## config.mk

```make
export PLATFORM = sky130hd
export DESIGN_NAME = mx_frame_xmit
export DESIGN_NICKNAME = d
export VERILOG_FILES = /design/src/rtl/wimpfi_pkg.sv /design/src/rtl/crc8_serial.sv /design/src/rtl/mx_frame_xmit.sv
export SDC_FILE = /design/constraint.sdc
export NUM_CORES = 1
export LEC_CHECK = 0
export BUFFER_PORTS_ARGS = -buffer_cell sky130_fd_sc_hd__buf_4
export CELL_PAD_IN_SITES_DETAIL_PLACEMENT = 0
export CELL_PAD_IN_SITES_GLOBAL_PLACEMENT = 1
export CORE_MARGIN = 1
export CORE_UTILIZATION = 51
export CTS_CLUSTER_SIZE = 40
export DETAILED_ROUTE_END_ITERATION = 10
export PLACE_DENSITY_LB_ADDON = 0.1
export SETUP_SLACK_MARGIN = 0.2
export SYNTH_ARGS = -nofsm -noshare
export SYNTH_HDL_FRONTEND = slang
export SYNTH_SLANG_ARGS = --single-unit
```

## constraint.sdc

```tcl
create_clock -name clk -period 5.9 [get_ports clk]
set_input_delay 0 -clock clk [delete_from_list [all_inputs] [get_ports clk]]
set_output_delay 0 -clock clk [all_outputs]
set_load 0.05 [all_outputs]
```

## src/rtl/wimpfi_pkg.sv

```systemverilog
// wimpfi_pkg: shared types and constants for the wimpfi Manchester link
package wimpfi_pkg;
  typedef enum logic [2:0] {IDLE, PRE, SFD, DATA, CRC, EOF} mx_xmit_state_t;
  localparam logic [7:0] PREAMBLE_BYTE = 8'h55;
  localparam logic [7:0] CRC8_POLY = 8'h07;
  localparam logic [7:0] CRC8_INIT = 8'h00;
endpackage

```

## src/rtl/crc8_serial.sv

```systemverilog
// crc8_serial: bit-serial CRC-8, MSB-first polynomial, one data bit per enb
module crc8_serial
  import wimpfi_pkg::*;
#(
  parameter logic [7:0] POLY = CRC8_POLY,
  parameter logic [7:0] INIT = CRC8_INIT
) (
  input  logic       clk,
  input  logic       rst,
  input  logic       clr,
  input  logic       enb,
  input  logic       din,
  output logic [7:0] crc
);
  always_ff @(posedge clk or negedge rst)
    if (!rst) crc <= INIT;
    else if (clr) crc <= INIT;
    else if (enb) crc <= {crc[6:0], 1'b0} ^ ((crc[7] ^ din) ? POLY : 8'h00);
endmodule

```

## src/rtl/mx_frame_xmit.sv

```systemverilog
// mx_frame_xmit: Manchester frame transmitter (preamble, SFD, payload, optional CRC-8, idle-high gap)
module mx_frame_xmit #(
  parameter int         CLK_FREQ     = 100_000_000,
  parameter int         BIT_RATE     = 50_000,
  parameter int         PREAMBLE_LEN = 2,
  parameter logic [7:0] SFD          = 8'hD0,
  parameter int         EOF_BITS     = 2,
  parameter logic [7:0] CRC_POLY     = 8'h07,
  parameter logic [7:0] CRC_INIT     = 8'h00
) (
  input  logic       clk,
  input  logic       rst,
  input  logic [7:0] data,
  input  logic       valid,
  input  logic       last,
  input  logic       crc_append,
  output logic       rdy,
  output logic       txd,
  output logic       busy,
  output logic       done,
  output logic       uerr
);
  import wimpfi_pkg::*;
  localparam int BIT_CYC = CLK_FREQ / BIT_RATE;
  localparam int HALF = BIT_CYC / 2;
  localparam int HW = $clog2(HALF) > 0 ? $clog2(HALF) : 1;
  generate
    if (BIT_CYC % 2 != 0 || BIT_CYC < 4) begin : g_bad_rate
      $fatal(1, "mx_frame_xmit: BIT_CYC must be even and at least 4");
    end
    if (PREAMBLE_LEN < 1 || PREAMBLE_LEN > 15 || EOF_BITS < 1 || EOF_BITS > 7) begin : g_bad_len
      $fatal(1, "mx_frame_xmit: PREAMBLE_LEN or EOF_BITS out of range");
    end
  endgenerate
  mx_xmit_state_t state, next_state;
  logic [HW-1:0] hcnt;
  logic phase;
  logic [2:0] bit_idx;
  logic [3:0] byte_cnt;
  logic [7:0] shreg, hold, next_byte, crc;
  logic hold_full, hold_last, last_taken, cur_last, crc_on;
  logic half_end, bit_end, byte_end, eof_end, accept, load_hold;
  assign rdy = !hold_full && !last_taken && state != EOF;
  assign busy = state != IDLE;
  assign accept = valid && rdy;
  always_comb begin
    half_end = hcnt == HW'(HALF - 1);
    bit_end = half_end && phase;
    byte_end = bit_end && bit_idx == 3'd7 && state != EOF;
    eof_end = bit_end && bit_idx == 3'(EOF_BITS - 1) && state == EOF;
    next_state = state;
    case (state)
      IDLE: next_state = accept ? PRE : IDLE;
      PRE: if (byte_end && byte_cnt == 4'(PREAMBLE_LEN - 1)) next_state = wimpfi_pkg::SFD;
      wimpfi_pkg::SFD: if (byte_end) next_state = DATA;
      DATA: if (byte_end) next_state = cur_last ? (crc_on ? CRC : EOF) : (hold_full ? DATA : EOF);
      CRC: if (byte_end) next_state = EOF;
      EOF: if (eof_end) next_state = IDLE;
      default: next_state = IDLE;
    endcase
    load_hold = byte_end && next_state == DATA;
    next_byte = state == PRE ? (byte_cnt == 4'(PREAMBLE_LEN - 1) ? SFD : PREAMBLE_BYTE)
              : (state == DATA && cur_last) ? crc : hold;
  end
  always_ff @(posedge clk or negedge rst)
    if (!rst) begin
      state <= IDLE;
      hcnt <= '0;
      phase <= 1'b0;
      bit_idx <= 3'd0;
      byte_cnt <= 4'd0;
      shreg <= 8'h00;
      hold <= 8'h00;
      hold_full <= 1'b0;
      hold_last <= 1'b0;
      last_taken <= 1'b0;
      cur_last <= 1'b0;
      crc_on <= 1'b0;
      txd <= 1'b1;
      done <= 1'b0;
      uerr <= 1'b0;
    end else begin
      state <= next_state;
      done <= eof_end;
      uerr <= state == DATA && byte_end && !cur_last && !hold_full;
      if (accept) begin
        hold <= data;
        hold_last <= last;
      end
      // a byte caught on an underrun boundary is dropped when the frame closes
      hold_full <= eof_end ? 1'b0 : accept ? 1'b1 : load_hold ? 1'b0 : hold_full;
      last_taken <= eof_end ? 1'b0 : (accept && last) ? 1'b1 : last_taken;
      if (load_hold) cur_last <= hold_last;
      if (state == IDLE) begin
        txd <= accept ? PREAMBLE_BYTE[0] : 1'b1;
        hcnt <= '0;
        phase <= 1'b0;
        bit_idx <= 3'd0;
        byte_cnt <= 4'd0;
        shreg <= PREAMBLE_BYTE;
        if (accept) crc_on <= crc_append;
      end else begin
        hcnt <= half_end ? '0 : hcnt + 1'b1;
        if (half_end) phase <= !phase;
        if (half_end && !phase) txd <= state == EOF || !shreg[0];
        if (bit_end) begin
          bit_idx <= (byte_end || eof_end) ? 3'd0 : bit_idx + 3'd1;
          shreg <= byte_end ? next_byte : shreg >> 1;
          txd <= byte_end ? (next_state == EOF || next_byte[0]) : (state == EOF || shreg[1]);
          if (byte_end) byte_cnt <= next_state == state ? byte_cnt + 4'd1 : 4'd0;
        end
      end
    end
  // CRC advances mid-bit so the final value is settled by the byte boundary
  crc8_serial #(.POLY(CRC_POLY), .INIT(CRC_INIT)) u_crc (
    .clk(clk),
    .rst(rst),
    .clr(state == IDLE && accept),
    .enb(state == DATA && half_end && !phase),
    .din(shreg[0]),
    .crc(crc)
  );
endmodule

```

==> flow_summary.toml <==
[cells_and_area]
antenna_cells = 0
post-route-util_pct = 60.27
syn_to_final_growth_pct = 13.06
drive_above_1_share_pct = 10.53
nNetsFinal = 322

[place]
dp_slack_ps = 3352
port_buffers = 17
hpwl_mm = 4.057
place_congestion = 0.7651

[pwr]
p_sw_share_pct = 24.51
p_seq_share_pct = 60.6
power_switching_mw = 0.1696
comb_power_share_pct = 10.9
power_leakage_nw = 1.437
p_total_mw = 0.6922
p_int_mw = 0.5226
clkPwrFrac_pct = 28.5
ir_drop_mv = 0.1925
powerDensity_nw_per_um2 = 223.4

[sta]
tightest_slew_ps = 853.4
rsz0062_at_grt = "false"
fmax_mhz = 388.1
finalCriticalPeriod_ps = 2577
finalClockSkew_ps = 5.469
period_share_pct = 43.67
finalSetupViolations = 0
slew_headroom_pct = 42.80
finalMaxSlewViolations = 0
finalSetupTns_ps = 0
fin_ws_ps = 3324
finalHoldViolCount = 0

[global_route]
grt_max_degree = 54
antenna_found_initial = 0
overflow = 0
grt_pass1_vias = 1963
grt_pass1_wl_mm = 9.563
gr-usage-all-layers_pct = 22.80

[worst_setup_path]
startpoint_type = "register"
path_max_fanout = 19
cp-end-kind = "register"
rr_startpoint = "hcnt[0]"
criticalPathCategory = "register to register"
startpoint = "hcnt[0]"
worstPathArrival_ps = 2770
cp.required_ps = 6090

[status]
status = "finished, final reports clean"

[clock_network]
h-tree-depth = 2
cts_tree = "built"
path_clk_slew_ps = 90
post-cts-setup-buffers = 0
cts_root_buf = "clkbuf_8"
clock_latency_ps = 300
cts_resized = 0
hold_buffers = 12
cts_buffers = 5
clock-sinks = 53
clockBufferDepth = 2

[synthesis]
ys_ff_latch = 53
synth_area_um2 = 2740
postSynth.asyncResetShare_pct = 100.0
synth.net_count = 299
synth_edf_count = 0
yosysUniqueCellTypes = 53
synth_area_per_cell_um2 = 9.786
ys_warn_count = 0
ys_dominant_reg_cell = "dfrtp_1"
synth-seq-area-share_pct = 48.45
postSynthCellCount = 280

[min_path]
hold_class = "input pin to asynchronous set/reset pin"

[floorplan]
core_area_um2 = 5140
die_x_um = 75.30
ios = 18
die_area_um2 = 5670
die_height_um = 75.30
start_util_pct = 53.31
rows = 26

[drt]
ant_nets = 0
drtIter0Drc = 227
first_pass_iters = 5
drc = 0
avgRoutedWirePerCell_um = 15.74
wl_mm = 5.886
vias = 2111
drt-vias-per-instance = 5.644

[job]
maxCapViolCount = 0
-- worst max-delay path, stage by stage, from the launching register on --
cell and delay [ps]:
dfrtp_1 390, ha_1 210, and4bb_1 250, and4_1 590, a31oi_1 270, a2111oi_4 410, mux2_1 360
-- synth_stat cells (2+ instances only) --
cell type	n	area (µm²)
o2bb2ai_1	2	17.52
o21ai_0	11	55.05
nor2b_1	5	31.28
a32oi_1	3	26.28
nand4_1	2	12.51
xnor2_1	4	35.03
o21ai_1	16	80.08
ha_1	6	75.07
or2_1	3	18.77
mux2_2	2	22.52
nor2_1	29	108.9
a21oi_1	11	55.05
nand2_1	36	135.1
nand3_1	10	50.05
and2_1	2	12.51
a31o_1	2	17.52
clkbuf_1	9	33.78
a31oi_1	5	31.28
inv_1	5	18.77
nand3b_1	2	15.01
or3_1	2	12.51
xor2_1	8	70.07
dfrtp_1	52	1301
and3_1	4	25.02
nor4_1	2	12.51
mux2_1	11	123.9
nor3_1	2	10.01
buf_2	3	15.01
mux2i_1	6	60.06
nor3b_1	2	15.01
-- state kept, by name (all words and copies together), names as in the netlist --
register    cells
done            1
u_crc.crc       8
byte_cnt        4
bit_idx         3
hold            8
state           3
last_taken      1
uerr            1
hold_last       1
txd             1
hold_full       1
shreg           8
hcnt           10
crc_on          1
phase           1
cur_last        1
-- power groups by stage --
stage | sequential (mW) | combinational, mW | clock, mW
CTS | 0.420 | 0.0760 | 0.205
global route | 0.425 | 0.0828 | 0.219
global placement | 0.427 | 0.0671 | 0
floorplan | 0.419 | 0.0469 | 0
finish | 0.420 | 0.0753 | 0.197
detailed placement | 0.428 | 0.0694 | 0
-- routing by layer --
metal,up-vias,wire length [µm],track usage [%]
met5,-,0,0
met4,0,95,5.967
met3,6,265,3.968
met2,56,2660,34.03
met1,1012,2864,34.55
li1,1037,-,-
-- cells by family after synthesis --
logic type | count (synthesis) | synth area share, %
mux | 19 | 7.534
xor+xnor | 12 | 3.836
buf+inv | 19 | 3.013
simple gates | 111 | 20.27
fa+ha+maj | 6 | 2.740
flops | 53 | 48.45
compound gates | 60 | 14.16
-- final timing paths --
kind	endpoint	slack [ps]	cells after the start
worst max register to register	cur_last	3320	6
worst min-delay path	hold_full	270	2
worst min register to register	hcnt[0]	490	1
min in group clk	hold[7]	450	3
worst max-delay path	cur_last	3320	6
max in group asynchronous	hcnt[6]	5200	2
-- per-stage QoR --
step                      instance area, µm²  instances  hold WS, ps
after floorplan                         2740        280       -295.6
after global placement                  2895        354        80.69
after detailed placement                2895        354        83.81
after CTS                               3098        374        294.8
after global routing                    3098        374        351.4
final                                   3098        374        271.5
-- final cells by class --
type / count / area (µm²)
Fill cell: 485 / 2042
Timing Repair Buffer: 29 / 247.7
Sequential cell: 53 / 1328
Tap cell: 70 / 87.58
Multi-Input combinational cell: 208 / 1330
Clock buffer: 6 / 72.57
Inverter: 6 / 22.52
Clock inverter: 2 / 10.01
-- layout by cell type, fill, tap and decap left out, types with 3 or more instances in the layout --
master / netlist / layout
a21oi_1: 11 / 11
a31oi_1: 5 / 5
a32oi_1: 3 / 3
and3_1: 4 / 4
buf_4: 0 / 17
clkbuf_8: 0 / 5
dfrtp_1: 52 / 52
dlygate4sd3_1: 0 / 12
ha_1: 6 / 6
inv_1: 5 / 5
mux2_1: 11 / 11
mux2i_1: 6 / 6
nand2_1: 36 / 36
nand3_1: 10 / 10
nor2_1: 29 / 29
nor2b_1: 5 / 5
o21ai_0: 11 / 11
o21ai_1: 16 / 16
or2_1: 3 / 3
xnor2_1: 4 / 4
xor2_1: 8 / 8
Note: power is estimated with default switching activity, not from simulation.
